--- src/rtl/ata_sector_reader_if.sv ---
// Request/status, byte-stream and ATA pass-through signals of the sector reader.
// master: the read engine; slave: the surrounding system (requester, consumer, boot port).
interface ata_sector_reader_if;
  logic        boot_done;
  logic        req;
  logic [27:0] lba;
  logic [7:0]  count;
  logic        busy;
  logic        done;
  logic        err;
  logic [1:0]  err_code;
  logic        out_valid;
  logic [7:0]  out_data;
  logic        out_ready;
  logic        ata_cs;
  logic [2:0]  ata_adr;
  logic        ata_iord;
  logic        ata_iowr;
  logic [7:0]  ata_wdata;
  logic [7:0]  ata_rdata;

  modport master (
    input  boot_done, req, lba, count, out_ready, ata_rdata,
    output busy, done, err, err_code, out_valid, out_data,
           ata_cs, ata_adr, ata_iord, ata_iowr, ata_wdata
  );

  modport slave (
    output boot_done, req, lba, count, out_ready, ata_rdata,
    input  busy, done, err, err_code, out_valid, out_data,
           ata_cs, ata_adr, ata_iord, ata_iowr, ata_wdata
  );
endinterface

--- src/rtl/ata_sector_reader.sv ---
// Multi-sector ATA/CF READ SECTORS engine (8-bit PIO, LBA28) on the boot pass-through port.
// Define ATA_RD_TIMEOUT_EN to fail with err_code=2 after POLL_LIMIT busy status polls.
module ata_sector_reader #(
  parameter int STROBE_CYCLES = 8,
  parameter int GAP_CYCLES    = 2,
  parameter int POLL_LIMIT    = 65535
) (
  input  logic                clk,
  input  logic                reset,
  ata_sector_reader_if.master bus
);

  if (STROBE_CYCLES < 6 || GAP_CYCLES < 1 || POLL_LIMIT < 1 || POLL_LIMIT > 65535) begin : g_bad_params
    $error("ata_sector_reader: parameter out of range");
  end

  localparam logic [15:0] STROBE_LAST = 16'(STROBE_CYCLES - 1);
  localparam logic [15:0] GAP_LAST    = 16'(GAP_CYCLES - 1);

  typedef enum logic [1:0] {A_IDLE, A_STROBE, A_HOLD, A_GAP} acc_t;
  typedef enum logic [3:0] {
    S_IDLE, S_INIT, S_WAIT_RDY, S_SETUP, S_WAIT_DRQ, S_DATA, S_OUT, S_DONE, S_FAIL
  } state_t;

  acc_t        phase_q, phase_d;
  logic [15:0] acc_cnt_q;
  logic [2:0]  adr_q;
  logic [7:0]  wdata_q, rdata_q;
  logic        wr_q;
  logic        acc_start, acc_wr, acc_done, need_acc;
  logic [2:0]  acc_adr;
  logic [7:0]  acc_wdata;

  state_t      state_q, state_d;
  logic [2:0]  step_q, step_d;
  logic        init_done;
  logic [27:0] lba_q;
  logic [7:0]  count_q;
  logic [8:0]  sect_q, byte_q;
  logic [1:0]  err_code_q, fail_code;
  logic        accept, byte_step, poll_expired;

  always_comb begin
    phase_d = phase_q;
    case (phase_q)
      A_IDLE:   if (acc_start) phase_d = A_STROBE;
      A_STROBE: if (acc_cnt_q == STROBE_LAST) phase_d = A_HOLD;
      A_HOLD:   phase_d = A_GAP;
      A_GAP:    if (acc_cnt_q == GAP_LAST) phase_d = A_IDLE;
      default:  phase_d = A_IDLE;
    endcase
  end

  assign acc_done = (phase_q == A_GAP) && (acc_cnt_q == GAP_LAST);

  always_ff @(posedge clk) begin
    if (reset) begin
      phase_q   <= A_IDLE;
      acc_cnt_q <= '0;
      adr_q     <= '0;
      wdata_q   <= '0;
      wr_q      <= 1'b0;
      rdata_q   <= '0;
    end else begin
      phase_q   <= phase_d;
      acc_cnt_q <= (phase_d != phase_q) ? '0 : acc_cnt_q + 16'd1;
      if (phase_q == A_IDLE && acc_start) begin
        adr_q   <= acc_adr;
        wdata_q <= acc_wdata;
        wr_q    <= acc_wr;
      end
      // Data is captured at the end of the cs-only hold clock, after the strobe has gone.
      if (phase_q == A_HOLD) rdata_q <= bus.ata_rdata;
    end
  end

  assign bus.ata_cs    = (phase_q == A_STROBE) || (phase_q == A_HOLD);
  assign bus.ata_iord  = (phase_q == A_STROBE) && !wr_q;
  assign bus.ata_iowr  = (phase_q == A_STROBE) && wr_q;
  assign bus.ata_adr   = adr_q;
  assign bus.ata_wdata = wdata_q;

`ifdef ATA_RD_TIMEOUT_EN
  localparam logic [15:0] POLL_LAST = 16'(POLL_LIMIT - 1);
  logic [15:0] poll_q;

  always_ff @(posedge clk) begin
    if (reset)
      poll_q <= '0;
    else if ((state_d == S_WAIT_RDY || state_d == S_WAIT_DRQ) && state_d != state_q)
      poll_q <= '0;
    else if (acc_done && (state_q == S_WAIT_RDY || state_q == S_WAIT_DRQ))
      poll_q <= poll_q + 16'd1;
  end

  assign poll_expired = (poll_q == POLL_LAST);
`else
  assign poll_expired = 1'b0;
`endif

  always_comb begin
    state_d   = state_q;
    step_d    = step_q;
    accept    = 1'b0;
    byte_step = 1'b0;
    fail_code = 2'd0;
    need_acc  = 1'b0;
    acc_wr    = 1'b0;
    acc_adr   = 3'd0;
    acc_wdata = 8'h00;
    case (state_q)
      S_IDLE, S_DONE, S_FAIL: begin
        state_d = S_IDLE;
        if (bus.req && bus.boot_done) begin
          accept  = 1'b1;
          step_d  = 3'd0;
          state_d = init_done ? S_WAIT_RDY : S_INIT;
        end
      end
      S_INIT: begin
        need_acc  = 1'b1;
        acc_wr    = 1'b1;
        acc_adr   = step_q[0] ? 3'd7 : 3'd1;
        acc_wdata = step_q[0] ? 8'hEF : 8'h01;
        if (acc_done) begin
          if (step_q[0]) begin
            state_d = S_WAIT_RDY;
            step_d  = 3'd0;
          end else begin
            step_d = step_q + 3'd1;
          end
        end
      end
      S_WAIT_RDY: begin
        need_acc = 1'b1;
        acc_adr  = 3'd7;
        if (acc_done) begin
          if (!rdata_q[7]) begin
            state_d = S_SETUP;
          end else if (poll_expired) begin
            state_d   = S_FAIL;
            fail_code = 2'd2;
          end
        end
      end
      S_SETUP: begin
        need_acc = 1'b1;
        acc_wr   = 1'b1;
        acc_adr  = step_q + 3'd2;
        case (step_q)
          3'd0:    acc_wdata = count_q;
          3'd1:    acc_wdata = lba_q[7:0];
          3'd2:    acc_wdata = lba_q[15:8];
          3'd3:    acc_wdata = lba_q[23:16];
          3'd4:    acc_wdata = {4'hE, lba_q[27:24]};
          default: acc_wdata = 8'h20;
        endcase
        if (acc_done) begin
          if (step_q == 3'd5) begin
            state_d = S_WAIT_DRQ;
            step_d  = 3'd0;
          end else begin
            step_d = step_q + 3'd1;
          end
        end
      end
      S_WAIT_DRQ: begin
        need_acc = 1'b1;
        acc_adr  = 3'd7;
        if (acc_done) begin
          if (!rdata_q[7] && rdata_q[0]) begin
            state_d   = S_FAIL;
            fail_code = 2'd1;
          end else if (!rdata_q[7] && rdata_q[3]) begin
            state_d = S_DATA;
          end else if (poll_expired) begin
            state_d   = S_FAIL;
            fail_code = 2'd2;
          end
        end
      end
      S_DATA: begin
        need_acc = 1'b1;
        if (acc_done) state_d = S_OUT;
      end
      S_OUT: begin
        if (!bus.boot_done) begin
          state_d   = S_FAIL;
          fail_code = 2'd2;
        end else if (bus.out_ready) begin
          byte_step = 1'b1;
          if (byte_q == 9'd511)
            state_d = (sect_q == 9'd1) ? S_DONE : S_WAIT_DRQ;
          else
            state_d = S_DATA;
        end
      end
      default: state_d = S_IDLE;
    endcase
    // Losing boot_done only takes effect between accesses, never cutting one short.
    if (need_acc && !bus.boot_done && (acc_done || phase_q == A_IDLE)) begin
      state_d   = S_FAIL;
      fail_code = 2'd2;
    end
    acc_start = need_acc && bus.boot_done && (phase_q == A_IDLE);
  end

  always_ff @(posedge clk) begin
    if (reset) begin
      state_q    <= S_IDLE;
      step_q     <= '0;
      init_done  <= 1'b0;
      lba_q      <= '0;
      count_q    <= '0;
      sect_q     <= '0;
      byte_q     <= '0;
      err_code_q <= '0;
    end else begin
      state_q <= state_d;
      step_q  <= step_d;
      if (accept) begin
        lba_q      <= bus.lba;
        count_q    <= bus.count;
        sect_q     <= (bus.count == 8'd0) ? 9'd256 : {1'b0, bus.count};
        byte_q     <= '0;
        err_code_q <= 2'd0;
      end
      if (state_q == S_INIT && state_d == S_WAIT_RDY) init_done <= 1'b1;
      if (byte_step) begin
        byte_q <= byte_q + 9'd1;
        if (byte_q == 9'd511) sect_q <= sect_q - 9'd1;
      end
      if (state_d == S_FAIL && state_q != S_FAIL) err_code_q <= fail_code;
    end
  end

  assign bus.busy      = !(state_q inside {S_IDLE, S_DONE, S_FAIL});
  assign bus.done      = (state_q == S_DONE);
  assign bus.err       = (state_q == S_FAIL);
  assign bus.err_code  = err_code_q;
  assign bus.out_valid = (state_q == S_OUT);
  assign bus.out_data  = rdata_q;

endmodule

--- src/flat_wrapper.sv ---
// flat-port wrapper written by rule: the top's interface ports become plain ports
module ata_sector_reader_flat 
#(
  parameter int STROBE_CYCLES = 8,
  parameter int GAP_CYCLES    = 2,
  parameter int POLL_LIMIT    = 65535
)
  (clk, reset, bus_boot_done, bus_req, bus_lba, bus_count, bus_out_ready, bus_ata_rdata, bus_busy, bus_done, bus_err, bus_err_code, bus_out_valid, bus_out_data, bus_ata_cs, bus_ata_adr, bus_ata_iord, bus_ata_iowr, bus_ata_wdata);
  ata_sector_reader_if bus_i ();
  input  logic clk;
  input  logic reset;
  input wire logic [$bits(bus_i.boot_done)-1:0] bus_boot_done;
  input wire logic [$bits(bus_i.req)-1:0] bus_req;
  input wire logic [$bits(bus_i.lba)-1:0] bus_lba;
  input wire logic [$bits(bus_i.count)-1:0] bus_count;
  input wire logic [$bits(bus_i.out_ready)-1:0] bus_out_ready;
  input wire logic [$bits(bus_i.ata_rdata)-1:0] bus_ata_rdata;
  output wire logic [$bits(bus_i.busy)-1:0] bus_busy;
  output wire logic [$bits(bus_i.done)-1:0] bus_done;
  output wire logic [$bits(bus_i.err)-1:0] bus_err;
  output wire logic [$bits(bus_i.err_code)-1:0] bus_err_code;
  output wire logic [$bits(bus_i.out_valid)-1:0] bus_out_valid;
  output wire logic [$bits(bus_i.out_data)-1:0] bus_out_data;
  output wire logic [$bits(bus_i.ata_cs)-1:0] bus_ata_cs;
  output wire logic [$bits(bus_i.ata_adr)-1:0] bus_ata_adr;
  output wire logic [$bits(bus_i.ata_iord)-1:0] bus_ata_iord;
  output wire logic [$bits(bus_i.ata_iowr)-1:0] bus_ata_iowr;
  output wire logic [$bits(bus_i.ata_wdata)-1:0] bus_ata_wdata;
  assign bus_i.boot_done = bus_boot_done;
  assign bus_i.req = bus_req;
  assign bus_i.lba = bus_lba;
  assign bus_i.count = bus_count;
  assign bus_i.out_ready = bus_out_ready;
  assign bus_i.ata_rdata = bus_ata_rdata;
  assign bus_busy = bus_i.busy;
  assign bus_done = bus_i.done;
  assign bus_err = bus_i.err;
  assign bus_err_code = bus_i.err_code;
  assign bus_out_valid = bus_i.out_valid;
  assign bus_out_data = bus_i.out_data;
  assign bus_ata_cs = bus_i.ata_cs;
  assign bus_ata_adr = bus_i.ata_adr;
  assign bus_ata_iord = bus_i.ata_iord;
  assign bus_ata_iowr = bus_i.ata_iowr;
  assign bus_ata_wdata = bus_i.ata_wdata;
  ata_sector_reader #(.STROBE_CYCLES(STROBE_CYCLES), .GAP_CYCLES(GAP_CYCLES), .POLL_LIMIT(POLL_LIMIT)) u_core (.clk(clk), .reset(reset), .bus(bus_i));
endmodule
--- config.mk ---
export PLATFORM = sky130hd
export DESIGN_NAME = ata_sector_reader_flat
export DESIGN_NICKNAME = d
export VERILOG_FILES = /design/src/rtl/ata_sector_reader_if.sv /design/src/rtl/ata_sector_reader.sv /design/src/flat_wrapper.sv
export SDC_FILE = /design/constraint.sdc
export NUM_CORES = 1
export LEC_CHECK = 0
export ABC_AREA = 0
export CORE_MARGIN = 2
export CORE_UTILIZATION = 55
export CTS_CLUSTER_DIAMETER = 200
export DETAILED_ROUTE_END_ITERATION = 8
export DONT_BUFFER_PORTS = 1
export HOLD_SLACK_MARGIN = 0.05
export PLACE_DENSITY = 0.77
export SLEW_MARGIN = 15
export SYNTH_ARGS = -nofsm -noshare
export SYNTH_HDL_FRONTEND = slang
export SYNTH_SLANG_ARGS = --single-unit
--- constraint.sdc ---
create_clock -name clk -period 3.8 [get_ports clk]
set_input_delay 0.76 -clock clk [delete_from_list [all_inputs] [get_ports clk]]
set_output_delay 0.76 -clock clk [all_outputs]
set_load 0.01 [all_outputs]
Yosys cells after proc, flatten, opt, wreduce, memory -nomap -nowiden
Index checks and enable logic that the tools add are counted.
{"block": "totals", "in_bits": 49, "word_cells": 132, "ff_bits": 102}
{"block": "classes", "eq_ne": 27, "reduce_logical": 33, "addsub": 5, "n_mux": 53}
{"op": "$mux W4", "count": 15}
{"op": "$mux W9", "count": 6}
{"op": "$pmux W8 S5", "count": 1}
{"op": "$pmux W4 S7", "count": 1}
{"op": "$mux W2", "count": 10}
{"op": "$mux W3", "count": 6}
{"op": "$pmux W3 S3", "count": 2}
{"op": "$add A16 B1 Y16 const B", "count": 1}
{"op": "$eq A16 B1 Y1 const B", "count": 1}
{"op": "$eq A16 B3 Y1 const B", "count": 1}
{"op": "$eq A4 B3 Y1 const B", "count": 4}
{"op": "$pmux W8 S2", "count": 1}
{"op": "$logic_and A1 B1 Y1", "count": 13}
{"op": "$eq A4 B2 Y1 const B", "count": 3}
{"op": "$add A9 B1 Y9 const B", "count": 1}
{"op": "$eq A9 B1 Y1 const B", "count": 1}
{"op": "$eq A9 B9 Y1 const B", "count": 1}
{"op": "$sub A9 B1 Y9 const B", "count": 1}
{"op": "$eq A4 B4 Y1 const B", "count": 2}
{"op": "$logic_not A8 Y1", "count": 1}
{"op": "$mux W1", "count": 8}
{"op": "$mux W8", "count": 1}
{"op": "$pmux W2 S4", "count": 1}
{"op": "$eq A3 B2 Y1 const B", "count": 2}
{"op": "other kinds (22)", "count": 34}

Depth between registers and ports, before layout
Gate-level depths: netlist of the first run.
{"block": "logic_depth", "word_depth": 10, "mapped_depth": 10}

Worst setup path before layout of the first run
Ideal clock, no wire load.
{"block": "synth_path", "path_kind": "reg-to-reg", "start": "register u_core.step_q[1]", "end": "register u_core.wdata_q[4], in the netlist u_core.bus.ata_wdata[4]", "required_ns": 3.730, "period_less_slack_ns": 2.191, "setup_time_ns": 0.070, "t_arrival_ns": 2.121, "n_path_buf": 3, "slack_ns": 1.609, "path_stages_with_launch": 10, "cell_sequence": "dfxtp_1 > clkbuf_1 > clkbuf_1 > and2_1 > ha_1 > clkbuf_1 > inv_1 > a21oi_1 > nand3_1 > a21oi_1"}
{"block": "synth_between", "elab_chain_len": 3, "elab_cells_between_ends": 7, "cone_classes": "4 x eq/ne; 2 x mux; 1 x reduce/logical"}
{"item": "from (decl)", "line_no": "ata_sector_reader.sv:35", "rtl": "logic [2:0] step_q, step_d;"}
{"item": "from (signal assigned)", "line_no": "ata_sector_reader.sv:220", "rtl": "step_q <= step_d;"}
{"item": "$eq A3 B3 Y1, or another cell as far along", "line_no": "ata_sector_reader.sv:150", "rtl": "case (step_q)"}
{"item": "$pmux W8 S5 (*)", "line_no": "ata_sector_reader.sv:150"}
{"item": "$pmux W8 S2 (*)", "line_no": "ata_sector_reader.sv:111", "rtl": "case (state_q)"}
{"item": "to (signal assigned)", "line_no": "ata_sector_reader.sv:69", "rtl": "wdata_q <= acc_wdata;"}
{"item": "to (decl)", "line_no": "ata_sector_reader.sv:28", "rtl": "logic [7:0] wdata_q, rdata_q;"}
Mark *: on every way between the ends. The rest lies on a longest branch, timed or not.
A chain may end at the register's enable or synchronous reset.

Final worst setup path of the first run
{"block": "layout_path", "start": "register u_core.acc_cnt_q[6]", "end": "register u_core.acc_cnt_q[15]"}
{"block": "layout_between", "elab_chain_len": 5, "elab_cells_between_ends": 8, "cone_classes": "1 x add/sub; 3 x eq/ne; 3 x mux; 1 x reduce/logical"}
{"item": "from (decl)", "line_no": "ata_sector_reader.sv:26", "rtl": "logic [15:0] acc_cnt_q;"}
{"item": "from (signal assigned)", "line_no": "ata_sector_reader.sv:66", "rtl": "acc_cnt_q <= (phase_d != phase_q) ? '0 : acc_cnt_q + 16'd1;"}
{"item": "$eq A16 B1 Y1 or $eq A16 B3 Y1 (tied branches)", "line_no": "ata_sector_reader.sv:49, ata_sector_reader.sv:47"}
{"item": "$mux W2, on equally long branches", "line_no": "ata_sector_reader.sv:49, ata_sector_reader.sv:47"}
{"item": "$pmux W2 S4", "line_no": "ata_sector_reader.sv:45", "rtl": "case (phase_q)"}
{"item": "$ne A2 B2 Y1", "line_no": "ata_sector_reader.sv:66"}
{"item": "$reduce_or A2 Y1 (no source line)"}
Several ways; a longest one is shown, not always the timed one.

==> results of run 1 <==
## layout by cell type, fill, tap and decap left out, types with 3 or more instances in the layout
cell / netlist / final
xor2_1: 6 / 6
a311oi_1: 4 / 4
nand2_1: 108 / 108
nand3b_1: 5 / 5
a21oi_1: 64 / 64
clkbuf_8: 0 / 11
nor2b_1: 5 / 5
nand4_1: 5 / 5
or3_1: 7 / 7
a31oi_1: 12 / 12
a22oi_1: 4 / 4
inv_1: 17 / 17
a32oi_1: 4 / 4
nand3_1: 21 / 21
o22ai_1: 3 / 3
a211o_1: 3 / 3
buf_4: 1 / 3
and2_1: 8 / 8
nor4_1: 3 / 3
nor3_1: 29 / 29
and4_1: 3 / 3
ha_1: 12 / 12
nor2_1: 51 / 51
and3_1: 10 / 10
o211ai_1: 6 / 6
xnor2_1: 12 / 12
dfxtp_1: 102 / 102
a2bb2oi_1: 3 / 3
mux2i_1: 13 / 13
nand2b_1: 3 / 3
or2_2: 3 / 3
o21ai_0: 23 / 23
## cells by family (layout without fill, tap and decap cells)
kind of cell / after synthesis / count (layout) / share of synthesized area
multiplexers: 13 / 13 / 0.0259
adder cells (fa/ha/maj): 13 / 13 / 0.0319
AO/OA/AOI/OAI: 147 / 147 / 0.183
XOR/XNOR: 18 / 18 / 0.0314
buffers and inverters: 55 / 36 / 0.0458
flip-flops: 102 / 102 / 0.406
AND/OR/NAND/NOR: 280 / 280 / 0.275
## power groups by stage
| stage | logic (mW) | clock network, mW | registers, mW |
|---|---|---|---|
| CTS | 0.223 | 0.767 | 1.15 |
| global placement | 0.217 | 0 | 1.17 |
| detailed placement | 0.222 | 0 | 1.17 |
| global route | 0.254 | 0.813 | 1.16 |
| finish | 0.224 | 0.758 | 1.15 |
| floorplan | 0.197 | 0 | 1.16 |
## metal layers
metal  track usage  vias to the layer above
li1              -                     2168
met1         0.312                     2071
met2         0.388                      114
met3        0.0794                       25
met4        0.0727                        0
met5             0                        -
## worst paths after layout
| check | start | end | slack (ns) |
|---|---|---|---|
| min reg2reg | u_core.lba_q[9]$_SDFFE_PP0P_ | u_core.lba_q[9]$_SDFFE_PP0P_ | 0.46 |
| max | u_core.acc_cnt_q[6]$_SDFF_PP0_ | u_core.acc_cnt_q[15]$_SDFF_PP0_ | 1.04 |
| min | reset | u_core.bus.out_data[6]$_SDFFE_PP0N_ | 0.45 |
| max reg2reg | u_core.acc_cnt_q[6]$_SDFF_PP0_ | u_core.acc_cnt_q[15]$_SDFF_PP0_ | 1.04 |
## registers in the layout, summed over array words and instances (netlist names)
register,flops
u_core.byte_q,9
u_core.bus.ata_adr,3
u_core.sect_q,9
u_core.lba_q,28
u_core.state_q,4
u_core.wr_q,1
u_core.init_done,1
u_core.bus.err_code,2
u_core.count_q,8
u_core.step_q,3
u_core.phase_q,2
u_core.acc_cnt_q,16
u_core.bus.out_data,8
u_core.bus.ata_wdata,8
## through the flow
stage / util / cells / power, mW / setup slack [ns] / hold slack (ns)
after global routing: 0.595 / 717 / 2.22 / 0.809 / 0.430
after floorplan: - / 628 / 1.36 / 1.61 / 0.432
final: 0.595 / 717 / 2.13 / 1.04 / 0.454
after global placement: 0.570 / 702 / 1.39 / 1.16 / 0.437
after CTS: 0.595 / 717 / 2.14 / 1.03 / 0.451
after detailed placement: 0.570 / 702 / 1.40 / 1.05 / 0.442
## final cells by class
class,count,area [um2]
sequential,102,2040
clock inverter,4,70.1
inverter,18,67.6
fill,786,3570
multi-input combinational,471,2750
timing repair buffer,3,22.5
clock buffer,11,151
tap,108,135
## worst register-to-register path: stages (launching register included)
cell	delay (ns)
dfxtp_1	0.37
or4_1	0.61
nor4_4	0.59
o211ai_1	0.20
a31oi_2	0.70
nor3_1	0.14
==> flow_summary.ini, run 1 <==
[clock_tree]
post_cts_buffers = 0
cts_buffer_depth = 2
clock_latency_ns = 0.37
clkTransAtPathRegs_ns = 0.09
clkSinkCount = 102
htree_levels = 3
cts_resized = 0
cts_tree = built
cts-root-buf = clkbuf_8
cts.hold.buffers_added = 0
cts_buffers = 9

[job]
cap_violations = 0

[finish]
antenna_cells = 0
fin_area_um2 = 5240
fin_nets = 666
syn_to_final_growth_pct = 4.31
drive_gt1_frac = 0.0542

[drt]
wl_mm = 11.8
viasPerCell = 6.11
drt_iter0_markers = 249
firstDrtPassIters = 4
drt-met1-wl_mm = 5.24
top_layer = met4
post-route-drc-count = 0
wl_per_cell_um = 16.5
antenna_left = 0
num_vias = 4378
wl_met2_mm = 5.55
dr_wl_met3_um = 767

[sta]
drv_slew = 0
min_period_ns = 2.76
rsz0062_at_grt = no
worstMarginPinSlew_ns = 0.807
period_share = 0.725
finClkSkew_ns = 0.00939
max_freq_mhz = 363
slew_headroom = 0.461
fin_setup_tns_ns = 0
setup_violations = 0
hold_viol_final = 0

[min_path]
hold_depth = 1
hold_path_class = in2reg

[setup_path]
crit_arrival_ns = 2.97
critPathBufInv = 0
worstRegToRegCells = 5
crit_chain = or4_1 > nor4_4 > o211ai_1 > a31oi_2 > nor3_1
cpMaxStageDelayCell = a31oi_2
crit_family = simple AND/OR/NAND/NOR gates
end_kind = flip-flop
max_stage_delay_ns = 0.70
critPathKind = reg2reg
critPathRequiredTime_ns = 4.02
worst_setup_path_start_kind = flip-flop
cp_max_fo = 16
cp_num_cells = 5

[power]
power.switching_mw = 0.543
internal-power_mw = 1.59
comb_power_share = 0.105
vdd_ir_drop_max_v = 0.000200
pwr-share-seq = 0.539
power_density_nw_per_um2 = 407
leakage_nw = 1.80
clkPwrFrac = 0.355
p_sw_frac = 0.254

[placement]
dpl.hpwl_mm = 8.44
dpl_cell_area_um2 = 5020
globalplace.congestion = 0.860
port_buffers = 0

[run_status]
status = completed

[global_route]
antenna_found_initial = 0
grt.overflow.total = 0
grt_pass1_wl_mm = 19.5
grt_usage = 0.242
grt_max_degree = 79
grt_pass1_vias = 4065

[yosys]
ys_top_cells_by_count = nand2_1, dfxtp_1, a21oi_1
ys_seq_area_frac = 0.406
synth.most_common_cell = nand2_1
avgSynthCellArea_um2 = 8.00
synth_cell_types = 68
yosys_register_bits = 102
ys.flop_type = dfxtp_1
synthArstFlopShare = 0
yosysTopAreaCell = dfxtp_1
synth-edff-count = 0
syn_area_um2 = 5020
synth.area.top_cells = dfxtp_1, nand2_1, a21oi_1
synth_top_area_share = 0.406
synthCells = 628
ys_warn_count = 0
syn-num-nets = 689

[floorplan]
placementRows = 34
die_x_um = 99.6
core_um2 = 8810
ios = 77
die_area_um2 = 9910
fp.dieH_um = 99.6
start_util = 0.570
Power figures use the tool's default switching activity.
==> run 2: changes to the inputs <==
Settings changed: PLACE_DENSITY 0.77 to 0.8.
Clock period 3.8 ns to 2.2 ns, I/O delays scaled along.
==> run 2 against run 1 <==
- count of clock-buffer cells in the layout is 1 higher
- design area grew 5.7%
- critical path depth is 2 higher
==> flow_summary.ini, run 2 (same netlist as run 1, synthesis figures left out) <==
[run_status]
status = completed

[setup_path]
crit_family = simple AND/OR/NAND/NOR gates
end_kind = flip-flop
cp_num_cells = 7
critPathBufInv = 2
crit_chain = or4_4 > nor4_4 > buf_4 > o211ai_1 > a31oi_2 > buf_4 > nor3_1
worst_setup_path_start_kind = flip-flop
cpMaxStageDelayCell = or4_4
crit_arrival_ns = 2.42
cp_max_fo = 8
crit_top_cell = buf_4
critPathKind = reg2reg
critPathRequiredTime_ns = 2.46
max_stage_delay_ns = 0.56
worstRegToRegCells = 7

[job]
cap_violations = 0

[floorplan]
ios = 77
die_x_um = 99.6
core_um2 = 8810
fp.dieH_um = 99.6
start_util = 0.570
placementRows = 34
die_area_um2 = 9910

[finish]
reg_top3 = u_core.lba_q (28), u_core.acc_cnt_q (16)
fin_cells = 749
regMostFlops = u_core.lba_q
mostFrequentLayoutCells = nand2_1, dfxtp_1, a21oi_1
largest_reg_flops = 28
multi_input_area_um2 = 2780
antenna_cells = 0
fillers = 759
layout_commonest_cell = nand2_1
register_area_um2 = 2050
syn_to_final_growth_pct = 10.2
fin_nets = 697
drive_gt1_frac = 0.119

[clock_tree]
cts_tree = built
cts_buffers = 9
cts_buffer_depth = 2
clkSinkCount = 102
clock_latency_ns = 0.36
clkTransAtPathRegs_ns = 0.10
htree_levels = 3
cts.hold.buffers_added = 0
cts-root-buf = clkbuf_8

[global_route]
grt_max_degree = 79
grt_pass1_wl_mm = 21.4
grt_usage = 0.263
grt_pass1_vias = 4453
grt.overflow.total = 0
antenna_found_initial = 0

[sta]
setup_violations = 0
max_freq_mhz = 463
finClkSkew_ns = 0.00784
hold_viol_final = 0
period_share = 0.982
rsz0062_at_grt = yes
worstMarginPinSlew_ns = 0.631
slew_headroom = 0.579
drv_slew = 0
min_period_ns = 2.16

[power]
clkPwrFrac = 0.355
comb_power_share = 0.123
p_sw_frac = 0.259
pwr-share-seq = 0.523
internal-power_mw = 2.82
fin_total_pwr_mw = 3.80
power.switching_mw = 0.983
leakage_nw = 1.97
power_density_nw_per_um2 = 686
vdd_ir_drop_max_v = 0.000453

[drt]
antenna_left = 0
post-route-drc-count = 0
viasPerCell = 6.22
wl_mm = 12.8
wl_per_cell_um = 17.1
firstDrtPassIters = 5
drt_iter0_markers = 312
num_vias = 4657

[placement]
port_buffers = 0
dp_cells = 732
dpl.hpwl_mm = 9.26
globalplace.congestion = 0.980

[min_path]
hold_depth = 1
hold_path_class = in2reg
-- run 2: cell types whose count changed in the layout (fill, tap and decap cells not counted), moves of 2 or more --
| cell | previous run | this run |
|---|---|---|
| a211oi_2 | 0 | 2 |
| buf_4 | 3 | 32 |
| dfxtp_1 | 102 | 97 |
| a211oi_1 | 2 | 0 |
| clkinv_2 | 2 | 0 |
| dfxtp_2 | 0 | 5 |
-- run 2: area by class of cell --
class | count | share of cell area
repair buffers | 34 | 0.0490
clock buffers | 12 | 0.0280
flip-flops and latches | 102 | 0.370
clock inverters | 4 | 0.0140
well taps | 108 | 0.0244
multi-input cells | 471 | 0.502
inverters | 18 | 0.0122
-- run 2: power by group through the flow --
stage	registers [mW]	clock network [mW]	logic, mW
finish	1.99	1.35	0.466
global route	2.00	1.43	0.513
CTS	1.98	1.37	0.449
detailed placement	2.03	0	0.440
global placement	2.02	0	0.426
floorplan	2.00	0	0.340
-- run 2: metrics by stage --
stage | setup slack [ns] | hold slack, ns | TNS, ns | util | area, um2
after floorplan | 0.00873 | 0.432 | 0 | - | 5020
after global placement | 0.100 | 0.437 | 0 | 0.597 | 5260
after detailed placement | 0.0121 | 0.440 | 0 | 0.597 | 5260
after CTS | 0.0362 | 0.132 | 0 | 0.624 | 5500
after global routing | -0.0933 | 0.122 | -1.33 | 0.629 | 5540
final | 0.0389 | 0.137 | 0 | 0.629 | 5540
-- run 2: final timing paths --
| check | from | to | slack [ns] |
|---|---|---|---|
| setup reg to reg | u_core.acc_cnt_q[9]$_SDFF_PP0_ | u_core.acc_cnt_q[9]$_SDFF_PP0_ | 0.04 |
| setup / recovery | u_core.acc_cnt_q[9]$_SDFF_PP0_ | u_core.acc_cnt_q[9]$_SDFF_PP0_ | 0.04 |
| hold / removal | reset | u_core.bus.ata_adr[2]$_SDFFE_PP0P_ | 0.14 |
| hold reg to reg | u_core.lba_q[4]$_SDFFE_PP0P_ | u_core.lba_q[4]$_SDFFE_PP0P_ | 0.45 |
-- run 2: repair_timing --
action / in CTS / in global routing
endpoints found under the setup margin: 3 / 26
setup buffers: 1 / 0
pin swaps: 0 / 2
endpoints found under the hold margin: 0 / 0
resized for setup: 0 / 13
-- run 2: routing by layer --
layer	GRT usage	part of all wire	vias up
li1	-	-	2231
met1	0.335	0.43	2212
met2	0.438	0.48	179
met3	0.0703	0.070	35
met4	0.0790	0.021	0
met5	0	0	-
